$ cat config.mk
export PLATFORM = sky130hd
export DESIGN_NAME = booth_multiplier_seq_flat
export DESIGN_NICKNAME = d
export VERILOG_FILES = /design/src/rtl/booth_pkg.sv /design/src/rtl/booth_multiplier_seq_if.sv /design/src/rtl/booth_step.sv /design/src/rtl/booth_multiplier_seq.sv /design/src/flat_wrapper.sv
export SDC_FILE = /design/constraint.sdc
export NUM_CORES = 1
export LEC_CHECK = 0
export BUFFER_PORTS_ARGS = -buffer_cell sky130_fd_sc_hd__buf_2
export CAP_MARGIN = 15
export CORE_MARGIN = 2
export CORE_UTILIZATION = 60
export CTS_BUF_LIST = sky130_fd_sc_hd__clkbuf_4
export DETAILED_ROUTE_END_ITERATION = 8
export PLACE_DENSITY = 0.79
export SLEW_MARGIN = 20
export SYNTH_ARGS = -nofsm -noshare
export SYNTH_HDL_FRONTEND = slang
export SYNTH_HIERARCHICAL = 1
export SYNTH_SLANG_ARGS = --single-unit
$ cat constraint.sdc
create_clock -name clk -period 3.7 [get_ports clk]
set_input_delay 0.185 -clock clk [delete_from_list [all_inputs] [get_ports clk]]
set_output_delay 0.185 -clock clk [all_outputs]
set_load 0.005 [all_outputs]
$ cat src/rtl/booth_pkg.sv
// Shared types for the sequential Booth multiplier: FSM states, step opcodes
// and the {Q[0], q_1} recoding rule.
package booth_pkg;

    typedef enum logic [1:0] {
        IDLE = 2'd0,
        RUN  = 2'd1,
        DONE = 2'd2
    } state_t;

    typedef enum logic [1:0] {
        NOP = 2'd0,
        ADD = 2'd1,
        SUB = 2'd2
    } booth_op_t;

    function automatic booth_op_t booth_decode(input logic q0, input logic q_1);
        case ({q0, q_1})
            2'b01:   return ADD;
            2'b10:   return SUB;
            default: return NOP;
        endcase
    endfunction

endpackage

$ cat src/rtl/booth_multiplier_seq_if.sv
// Request/result bundle of the Booth multiplier; master issues operands,
// slave returns busy/done/product. start is ignored while busy.
interface booth_multiplier_seq_if #(
    parameter int WIDTH = 8
) ();
    logic               start;
    logic               sgn;
    logic [WIDTH-1:0]   a;
    logic [WIDTH-1:0]   b;
    logic               busy;
    logic               done;
    logic [2*WIDTH-1:0] product;

    modport master (output start, sgn, a, b, input busy, done, product);
    modport slave  (input start, sgn, a, b, output busy, done, product);
endinterface

$ cat src/rtl/booth_step.sv
// One radix-2 Booth iteration: add/sub M into Acc, then arithmetic shift of {Acc, Q, q_1}.
// Purely combinational; no handshake.
module booth_step
    import booth_pkg::*;
#(
    parameter int N = 9
) (
    input  logic [N:0]   acc,
    input  logic [N-1:0] q,
    input  logic         q_1,
    input  logic [N-1:0] m,
    output logic [N:0]   acc_nxt,
    output logic [N-1:0] q_nxt,
    output logic         q_1_nxt
);
    logic [N:0] m_ext;
    logic [N:0] sum;

    // The extra Acc bit keeps Acc - M representable even when M is most-negative.
    assign m_ext = {m[N-1], m};

    always_comb begin
        sum = acc;
        case (booth_decode(q[0], q_1))
            ADD:     sum = acc + m_ext;
            SUB:     sum = acc - m_ext;
            default: sum = acc;
        endcase
    end

    assign acc_nxt = {sum[N], sum[N:1]};
    assign q_nxt   = {sum[0], q[N-1:1]};
    assign q_1_nxt = q[0];

endmodule

$ cat src/rtl/booth_multiplier_seq.sv
// Sequential WIDTH x WIDTH Booth multiplier with runtime signed/unsigned mode.
// Latency WIDTH+1 steps after the start edge; start is ignored while busy.
module booth_multiplier_seq
    import booth_pkg::*;
#(
    parameter int WIDTH = 8
) (
    input  logic                 clk,
    input  logic                 rst_n,
    booth_multiplier_seq_if.slave bus
);
    localparam int N  = WIDTH + 1;
    localparam int CW = $clog2(N + 1);
    localparam logic [CW-1:0] CNT_INIT = CW'(N);
    localparam logic [CW-1:0] CNT_ONE  = CW'(1);

    state_t             state;
    state_t             state_nxt;
    logic [N:0]         acc;
    logic [N-1:0]       q;
    logic               q_1;
    logic [N-1:0]       m;
    logic [CW-1:0]      count;
    logic [2*WIDTH-1:0] product;

    logic [N:0]         acc_nxt;
    logic [N-1:0]       q_nxt;
    logic               q_1_nxt;
    logic               load;
    logic               last;

    assign load = (state != RUN) && bus.start;
    assign last = (state == RUN) && (count == CNT_ONE);

    booth_step #(.N(N)) u_step (
        .acc     (acc),
        .q       (q),
        .q_1     (q_1),
        .m       (m),
        .acc_nxt (acc_nxt),
        .q_nxt   (q_nxt),
        .q_1_nxt (q_1_nxt)
    );

    always_ff @(posedge clk or negedge rst_n) begin
        if (!rst_n) state <= IDLE;
        else        state <= state_nxt;
    end

    always_comb begin
        state_nxt = state;
        case (state)
            IDLE:    if (bus.start) state_nxt = RUN;
            RUN:     if (last) state_nxt = DONE;
            DONE:    state_nxt = bus.start ? RUN : IDLE;
            default: state_nxt = IDLE;
        endcase
    end

    always_comb begin
        bus.busy = (state == RUN);
        bus.done = (state == DONE);
    end

    // Extending by one bit (sign or zero) lets a single signed datapath do both modes.
    always_ff @(posedge clk or negedge rst_n) begin
        if (!rst_n) begin
            acc     <= '0;
            q       <= '0;
            q_1     <= 1'b0;
            m       <= '0;
            count   <= '0;
            product <= '0;
        end else if (load) begin
            acc   <= '0;
            q     <= {bus.sgn & bus.b[WIDTH-1], bus.b};
            q_1   <= 1'b0;
            m     <= {bus.sgn & bus.a[WIDTH-1], bus.a};
            count <= CNT_INIT;
        end else if (state == RUN) begin
            acc   <= acc_nxt;
            q     <= q_nxt;
            q_1   <= q_1_nxt;
            count <= count - CNT_ONE;
            if (last) product <= {acc_nxt[WIDTH-2:0], q_nxt};
        end
    end

    assign bus.product = product;

endmodule

$ cat src/flat_wrapper.sv
// flat-port wrapper written by rule: the top's interface ports become plain ports
module booth_multiplier_seq_flat import booth_pkg::*;
#(
    parameter int WIDTH = 8
)
  (clk, rst_n, bus_start, bus_sgn, bus_a, bus_b, bus_busy, bus_done, bus_product);
  booth_multiplier_seq_if #(.WIDTH(WIDTH)) bus_i ();
  input  logic clk;
  input  logic rst_n;
  input wire logic [$bits(bus_i.start)-1:0] bus_start;
  input wire logic [$bits(bus_i.sgn)-1:0] bus_sgn;
  input wire logic [$bits(bus_i.a)-1:0] bus_a;
  input wire logic [$bits(bus_i.b)-1:0] bus_b;
  output wire logic [$bits(bus_i.busy)-1:0] bus_busy;
  output wire logic [$bits(bus_i.done)-1:0] bus_done;
  output wire logic [$bits(bus_i.product)-1:0] bus_product;
  assign bus_i.start = bus_start;
  assign bus_i.sgn = bus_sgn;
  assign bus_i.a = bus_a;
  assign bus_i.b = bus_b;
  assign bus_busy = bus_i.busy;
  assign bus_done = bus_i.done;
  assign bus_product = bus_i.product;
  booth_multiplier_seq #(.WIDTH(WIDTH)) u_core (.clk(clk), .rst_n(rst_n), .bus(bus_i));
endmodule
==> reports/metrics.cfg, run 1 <==
[grt]
wire_length_of_the_first_global_routing_pass_um = 9020
globalRoute.totalOverflow = 0
grt_start_max_net_pins = 52
first_global_vias = 1948
grt_antenna_before_repair = 0
globalRouteTotalUtil_pct = 21.5

[clock_network]
clock_insertion_delay_worst_skew_ns = 0.39
post_cts_resize_count = 0
clock_tree_from_tritoncts = yes
clock_tree.htree_level_count = 2
clock_sink_count = 51
ctsRootBufferMaster = sky130_fd_sc_hd__clkbuf_4
clockBufferDepth = 2
cts_inserted_buffers = 5
path_clk_slew_ns = 0.16

[synthesis]
number_of_register_bits_inferred_by_synthesis = 51
synth_area_per_inst_um2 = 10.3
synthesis.nets = 316
yosysWarningCount = 6
post_synth_num_cell_types = 43
synth-seq-area-share_pct = 44.1
mappedNetlistArea_mm2 = 0.00290
syn-instance-count = 282

[floorplanning]
die_width_um = 73.5
design.die.area_mm2 = 0.00540
floorplan.io_pins = 38
die_height_um = 73.5
rows = 25
floorplan.initialDensity_pct = 61.7
core-area_mm2 = 0.00469

[sta]
rsz0062_at_grt = false
setup_ws_ns = 0.812
timing.slew.headroom_pct = 54.8
finalSetupViolations = 0
hold-worst-slack_ns = 0.0164
fmax_mhz = 346
tightestPinTransition_ns = 0.677
final_max_slew_viol_count = 0
post-route-period-util_pct = 78.1
period_needed_ns = 2.89
finalHoldViolCount = 0
clock-skew-final_ns = 0.0114
fin_tns_setup_ns = 0

[drt]
vias = 2030
detailed_route_drc_error_count = 0
vias_per_cell = 5.59
routed_wire_per_std_cell_um = 14.6
drt-pass1-iter-count = 4
ant_nets = 0
finalWirelength_um = 5280
drt-initial-drc-count = 116

[critical_path]
cp_data_required_time_ns = 3.98
worst_case_register_to_register_setup_slack_ns = 0.81
startpoint_type = register
worst-path-max-fanout = 6
endpoint_kind = register
setup.worst_path.class = register to register
worst-endpoint-arrival_ns = 3.17

[placement]
dp_slack_ns = 0.897
gp_weighted_congestion = 0.803
hpwlAfterDp_um = 3770
placement.io_buffers = 37

[power_and_ir_drop]
p_leak_nw = 1.53
power_density_of_the_placed_cells_mw_per_mm2 = 1040
ir_drop_mv = 0.556

[layout]
layout.cells.most_common_list = sky130_fd_sc_hd__dfrtp_1, sky130_fd_sc_hd__nand2_1, sky130_fd_sc_hd__buf_2, sky130_fd_sc_hd__o21ai_0, sky130_fd_sc_hd__mux2_2
layout.cells.most_common = sky130_fd_sc_hd__dfrtp_1
syn_to_final_growth_pct = 7.17
nets_final = 342
num_antenna_cells = 0
final_core_utilization_pct = 66.1
drive_above_1_share_pct = 26.2

[worst_hold_path]
min-delay-path-class = input pin to register

[run_status]
outcome = finished, final reports clean

[flow_run]
maxCapViolations = 0

[logic make-up (layout without fill, tap and decap cells)]
| group | Yosys count | count (layout) | share of synthesized area (%) |
|---|---|---|---|
| simple gates | 74 | 74 | 12.7 |
| compound gates | 60 | 60 | 11.8 |
| flops | 51 | 51 | 44.1 |
| mux | 34 | 34 | 14.0 |
| buf+inv | 34 | 61 | 6.57 |
| xor+xnor | 15 | 15 | 4.54 |
| fa+ha+maj | 14 | 14 | 6.31 |
[Yosys cell counts (all sizes together)]
| cell type | instances | share of area (%) |
|---|---|---|
| nor3 | 8 | 1.9 |
| nor3b | 2 | 0.91 |
| o2111ai | 1 | 0.30 |
| and3 | 2 | 0.43 |
| a21oi | 11 | 2.3 |
| clkbuf | 3 | 0.39 |
| mux2 | 25 | 11 |
| a311o | 1 | 0.35 |
| nor2 | 6 | 0.78 |
| nand4 | 1 | 0.22 |
| nand2b | 3 | 0.73 |
| o21ai | 37 | 6.4 |
| dfrtp | 51 | 44 |
| buf | 18 | 4.5 |
| fa | 1 | 0.69 |
| inv | 13 | 1.7 |
| a21o | 3 | 0.78 |
| and2b | 1 | 0.26 |
| xnor2 | 11 | 3.3 |
| a31oi | 3 | 0.65 |
| mux2i | 9 | 3.1 |
| o31a | 1 | 0.30 |
| o22ai | 1 | 0.22 |
| nand3 | 1 | 0.17 |
| xor2 | 4 | 1.2 |
| nand3b | 2 | 0.52 |
| nor2b | 2 | 0.43 |
| nand2 | 46 | 6.3 |
| o21bai | 1 | 0.26 |
| ha | 13 | 5.6 |
| o211ai | 1 | 0.26 |
[final timing paths]
kind,start,end,depth (start not counted)
worst max-delay path,u_core/m[2]$_DFFE_PN0P_,u_core/bus.product[15]$_DFFE_PN0P_,12
worst min-delay path,bus_a[4],u_core/m[4]$_DFFE_PN0P_,2
worst max register to register,u_core/m[2]$_DFFE_PN0P_,u_core/bus.product[15]$_DFFE_PN0P_,12
worst min register to register,u_core/bus.product[0]$_DFFE_PN0P_,u_core/bus.product[0]$_DFFE_PN0P_,1
max in group asynchronous,rst_n,u_core/acc[6]$_DFFE_PN0P_,3
min in group asynchronous,rst_n,u_core/bus.product[3]$_DFFE_PN0P_,3
[state kept, by name (all words and copies together), names as in the netlist]
register,count
u_core/bus.product,16
u_core/acc,10
u_core/m,9
u_core/q,9
u_core/count,4
u_core/state,2
u_core/q_1,1
[metrics by stage]
stage	cells	power [mW]	area [µm²]
6_report	363	3.24	3100
4_1_cts	362	3.25	3090
2_1_floorplan	282	2.62	2900
5_1_grt	363	3.55	3100
3_3_place_gp	353	2.86	3010
3_5_place_dp	353	2.95	3010
[critical path, stage by stage (launching register included)]
cell                      delay, ns
sky130_fd_sc_hd__dfrtp_1       0.45
sky130_fd_sc_hd__nor3_2        0.26
sky130_fd_sc_hd__nor3b_1       0.28
sky130_fd_sc_hd__nor2_1        0.10
sky130_fd_sc_hd__xnor2_1       0.15
sky130_fd_sc_hd__ha_1          0.37
sky130_fd_sc_hd__a21o_1        0.20
sky130_fd_sc_hd__a21oi_1       0.18
sky130_fd_sc_hd__inv_1         0.06
sky130_fd_sc_hd__a31oi_1       0.19
sky130_fd_sc_hd__xor2_1        0.16
sky130_fd_sc_hd__o21ai_1       0.09
sky130_fd_sc_hd__mux2_2        0.29
[routing by layer]
layer | share of wire, % | global-route usage, % | routed length [µm]
met3 | 4.2 | 4.94 | 222
met4 | 1.1 | 6.06 | 59
met5 | 0 | 0 | 0
met2 | 47 | 33.1 | 2460
met1 | 48 | 30.6 | 2540
[report_power, final]
part / leakage, nW / internal, mW / switching, mW
Sequential: 0.638 / 0.810 / 0.215
Clock: 0.0396 / 0.0866 / 0.202
Combinational: 0.853 / 0.884 / 1.04
[what timing repair did]
| item | in CTS | in global routing |
|---|---|---|
| hold buffers | 1 | 1 |
| hold endpoints to repair | 51 | 1 |
| buffers inserted | 0 | 0 |
[area by class of cell]
type | count | area (µm²)
fillers | 373 | 1590
well taps | 54 | 67.6
inverters | 13 | 48.8
flip-flops and latches | 51 | 1280
multi-input cells | 197 | 1430
repair buffers | 40 | 213
clock buffers | 5 | 37.5
clock inverters | 3 | 31.3
Power figures use the tool's default switching activity.
==> run 2: changes to the inputs <==
Settings changed: ABC_AREA set to 1.
Clock period 3.7 ns to 2.66 ns, I/O delays scaled along.
==> reports/metrics.cfg, run 2 <==
[run_status]
outcome = finished, final reports clean  ; unchanged

[synthesis]
synth-edff-count = 0  ; unchanged
async_flop_share_pct = 100  ; unchanged
number_of_register_bits_inferred_by_synthesis = 51  ; unchanged
post_synth_num_cell_types = 36  ; was 43
synth_top_cells_by_area = sky130_fd_sc_hd__dfrtp_1, sky130_fd_sc_hd__nand2_1, sky130_fd_sc_hd__nand3_1  ; was sky130_fd_sc_hd__dfrtp_1, sky130_fd_sc_hd__mux2_2, sky130_fd_sc_hd__nand2_1
mappedNetlistArea_mm2 = 0.00313  ; was 0.00290 mm²
syn-instance-count = 411  ; was 282
predominant_post_synthesis_flop_cell = sky130_fd_sc_hd__dfrtp_1  ; unchanged
synth_top_cell_area_share_pct = 40.8  ; was 44.1%
synth_area_per_inst_um2 = 7.62  ; was 10.3 µm²
synth-seq-area-share_pct = 40.8  ; was 44.1%
most_numerous_cell_in_the_yosys_netlist = sky130_fd_sc_hd__nand2_1  ; was sky130_fd_sc_hd__dfrtp_1
yosysWarningCount = 6  ; unchanged
synthTopCellsByCount = sky130_fd_sc_hd__nand2_1, sky130_fd_sc_hd__dfrtp_1, sky130_fd_sc_hd__nand3_1, sky130_fd_sc_hd__inv_1, sky130_fd_sc_hd__nand4_1  ; was sky130_fd_sc_hd__dfrtp_1, sky130_fd_sc_hd__nand2_1, sky130_fd_sc_hd__o21ai_0, sky130_fd_sc_hd__mux2_2, sky130_fd_sc_hd__ha_1
synth_top_cell_by_area = sky130_fd_sc_hd__dfrtp_1  ; unchanged
synthesis.nets = 445  ; was 316

[sta]
period_needed_ns = 2.55  ; was 2.89 ns
hold-worst-slack_ns = 0.0289  ; was 0.0164 ns
post-route-period-util_pct = 95.8  ; was 78.1%
final_max_slew_viol_count = 0  ; unchanged
fmax_mhz = 392  ; was 346 MHz
setup_ws_ns = 0.111  ; was 0.812 ns
fin_tns_setup_ns = 0  ; unchanged
finalSetupViolations = 0  ; unchanged
clock-skew-final_ns = 0.0118  ; was 0.0114 ns
finalHoldViolCount = 0  ; unchanged
rsz0062_at_grt = true  ; was false
tightestPinTransition_ns = 0.692  ; was 0.677 ns
timing.slew.headroom_pct = 53.9  ; was 54.8%

[layout]
num_antenna_cells = 0  ; unchanged
layoutNonFillerInstCount = 526  ; was 363
drive_above_1_share_pct = 20.4  ; was 26.2%
post-route-cell-area_mm2 = 0.00361  ; was 0.00310 mm²
layout.cells.most_common_list = sky130_fd_sc_hd__nand2_1, sky130_fd_sc_hd__dfrtp_1, sky130_fd_sc_hd__nand3_1, sky130_fd_sc_hd__buf_2, sky130_fd_sc_hd__inv_1  ; was sky130_fd_sc_hd__dfrtp_1, sky130_fd_sc_hd__nand2_1, sky130_fd_sc_hd__buf_2, sky130_fd_sc_hd__o21ai_0, sky130_fd_sc_hd__mux2_2
nets_final = 489  ; was 342
registers.top_by_ff_count = u_core/bus.product  ; unchanged
largest_register_ff_count = 16  ; unchanged
n_fill_cell = 410  ; was 373
final_core_utilization_pct = 71.2  ; was 66.1%
layout.cells.most_common = sky130_fd_sc_hd__nand2_1  ; was sky130_fd_sc_hd__dfrtp_1
syn_to_final_growth_pct = 15.4  ; was 7.17%
layout_top_registers = u_core/bus.product (16), u_core/acc (10)  ; unchanged

[grt]
grt_antenna_before_repair = 0  ; unchanged
grt_start_max_net_pins = 33  ; was 52
first_global_vias = 2555  ; was 1948
wire_length_of_the_first_global_routing_pass_um = 11500  ; was 9020 µm
globalRoute.totalOverflow = 0  ; unchanged
globalRouteTotalUtil_pct = 24.5  ; was 21.5%

[critical_path]
setup.worst_path.class = register to register  ; unchanged
cp_data_required_time_ns = 2.94  ; was 3.98 ns
timing.rr.end = u_core/acc[8]$_DFFE_PN0P_  ; was u_core/bus.product[15]$_DFFE_PN0P_
r2r.worst_path.cells = 20  ; was 12
startpoint_type = register  ; unchanged
worst_case_register_to_register_setup_slack_ns = 0.11  ; was 0.81 ns
endpoint_kind = register  ; unchanged
worst-endpoint-arrival_ns = 2.83  ; was 3.17 ns
worst-path-max-fanout = 4  ; was 6
r2r_start = u_core/m[1]$_DFFE_PN0P_  ; was u_core/m[2]$_DFFE_PN0P_

[floorplanning]
die_height_um = 76.2  ; was 73.5 µm
die_width_um = 76.2  ; was 73.5 µm
core-area_mm2 = 0.00507  ; was 0.00469 mm²
floorplan.io_pins = 38  ; unchanged
floorplan.initialDensity_pct = 61.7  ; about the same
rows = 26  ; was 25
design.die.area_mm2 = 0.00581  ; was 0.00540 mm²

[clock_network]
path_clk_slew_ns = 0.16  ; about the same
clock_tree.htree_level_count = 2  ; unchanged
clock_tree_from_tritoncts = yes  ; unchanged
cts_inserted_buffers = 5  ; unchanged
clockBufferDepth = 2  ; unchanged
clock_insertion_delay_worst_skew_ns = 0.38  ; was 0.39 ns
clock_sink_count = 51  ; unchanged
ctsRootBufferMaster = sky130_fd_sc_hd__clkbuf_4  ; unchanged

[placement]
place_inst = 498  ; was 353
gp_weighted_congestion = 0.896  ; was 0.803
dpl_cell_area_mm2 = 0.00326  ; was 0.00301 mm²
placement.io_buffers = 37  ; unchanged
hpwlAfterDp_um = 4840  ; was 3770 µm
dp_slack_ns = -0.0288  ; was 0.897 ns

[flow_run]
maxCapViolations = 0  ; unchanged

[worst_hold_path]
hold_depth = 3  ; was 2
worstHoldEndpoint = u_core/q[5]$_DFFE_PN0P_  ; was u_core/m[4]$_DFFE_PN0P_
min-delay-path-class = input pin to register  ; unchanged
hp-start = bus_b[5]  ; was bus_a[4]

[drt]
finalWirelength_um = 7140  ; was 5280 µm
drt-initial-drc-count = 260  ; was 116
vias_per_cell = 5.41  ; was 5.59
detailed_route_drc_error_count = 0  ; unchanged
vias = 2845  ; was 2030
routed_wire_per_std_cell_um = 13.6  ; was 14.6 µm
drt-pass1-iter-count = 5  ; was 4
ant_nets = 0  ; unchanged

[power_and_ir_drop]
fin_total_pwr_mw = 5.38  ; was 3.24 mW
p_leak_nw = 1.94  ; was 1.53 nW
ir_drop_mv = 0.731  ; was 0.556 mV
power_density_of_the_placed_cells_mw_per_mm2 = 1490  ; was 1040 mW/mm²

run 2: changes by cell type in the layout (fill, tap and decap cells not counted), moves of 6 or more:
cell                            previous run  this run
sky130_fd_sc_hd__ha_1                     13         7
sky130_fd_sc_hd__mux2_2                   16         0
sky130_fd_sc_hd__mux2i_1                   9         0
sky130_fd_sc_hd__nand2_1                  44       146
sky130_fd_sc_hd__nand4_1                   1        18
sky130_fd_sc_hd__nor2_1                    6        16
sky130_fd_sc_hd__mux2_4                    9         0
sky130_fd_sc_hd__inv_1                    12        31
sky130_fd_sc_hd__nand3_1                   1        40
sky130_fd_sc_hd__xnor2_1                  11         3
sky130_fd_sc_hd__o21ai_0                  31        10
sky130_fd_sc_hd__dlygate4sd3_1             2        15
sky130_fd_sc_hd__buf_4                     1        12
run 2: layer usage:
| layer | global-route usage [%] | wire length [µm] |
|---|---|---|
| met1 | 31.4 | 3180 |
| met4 | 6.91 | 48 |
| met2 | 42.8 | 3580 |
| met5 | 0 | 0 |
| met3 | 4.27 | 339 |
run 2: cells by family after synthesis:
logic type                 count (synthesis)  share of synthesized area, %
DFF                                       51                          40.8
buffers and inverters                     67                          11.0
xor gates and xnor gates                   8                          2.24
AOI/OAI and AO/OA                         29                          5.60
and+or+nand+nor                          242                          34.6
adders and majority gates                 14                          5.84
run 2: area by class of cell:
| cell class | count | area [µm²] | area share [%] |
|---|---|---|---|
| inverters | 40 | 154 | 4.26 |
| clock buffers | 5 | 37.5 | 1.04 |
| repair buffers | 64 | 425 | 11.8 |
| flip-flops and latches | 51 | 1280 | 35.3 |
| multi-input cells | 293 | 1610 | 44.5 |
| clock inverters | 3 | 23.8 | 0.658 |
| well taps | 70 | 87.6 | 2.42 |
run 2: critical path, stage by stage, from the launching register on:
cell and delay, ns:
sky130_fd_sc_hd__dfrtp_1 0.43, sky130_fd_sc_hd__inv_2 0.09, sky130_fd_sc_hd__ha_4 0.14, sky130_fd_sc_hd__inv_2 0.04, sky130_fd_sc_hd__nor2_4 0.13, sky130_fd_sc_hd__nand3_2 0.11
sky130_fd_sc_hd__o31ai_4 0.24, sky130_fd_sc_hd__xnor2_1 0.14, sky130_fd_sc_hd__inv_1 0.09, sky130_fd_sc_hd__ha_4 0.30, sky130_fd_sc_hd__nand2_4 0.06, sky130_fd_sc_hd__nor2_4 0.11
sky130_fd_sc_hd__nand3_2 0.08, sky130_fd_sc_hd__nand3_2 0.10, sky130_fd_sc_hd__inv_2 0.04, sky130_fd_sc_hd__nand2_2 0.06, sky130_fd_sc_hd__nand3_2 0.05, sky130_fd_sc_hd__nand2_1 0.05
sky130_fd_sc_hd__nand2_1 0.06, sky130_fd_sc_hd__nand2_1 0.07, sky130_fd_sc_hd__nand2_1 0.06
run 2: worst max-delay path by stage:
stage	startpoint	to	slack, ns	depth (start not counted)
3_5_place_dp	u_core/m[0]$_DFFE_PN0P_	u_core/acc[8]$_DFFE_PN0P_	-0.03	19
4_1_cts	u_core/m[0]$_DFFE_PN0P_	u_core/acc[8]$_DFFE_PN0P_	0.02	19
2_1_floorplan	u_core/m[0]$_DFFE_PN0P_	u_core/acc[9]$_DFFE_PN0P_	0.15	20
6_report	u_core/m[1]$_DFFE_PN0P_	u_core/acc[8]$_DFFE_PN0P_	0.11	20
3_3_place_gp	u_core/m[0]$_DFFE_PN0P_	u_core/acc[9]$_DFFE_PN0P_	0.08	19
5_1_grt	u_core/q_1$_DFFE_PN0P_	u_core/bus.product[14]$_DFFE_PN0P_	-0.09	15
run 2: timing repair:
item,4_1_cts,5_1_grt
hold endpoints to repair,44,0
pin swaps,0,12
buffers inserted,2,3
gates cloned,0,0
hold buffers,15,0
endpoints found under the setup margin,2,11
resized for setup,1,23
run 2: power breakdown:
group / total [mW] / switching [mW] / internal, mW
Combinational: 3.57 / 2.19 / 1.38
Clock: 0.377 / 0.269 / 0.108
Sequential: 1.43 / 0.300 / 1.13
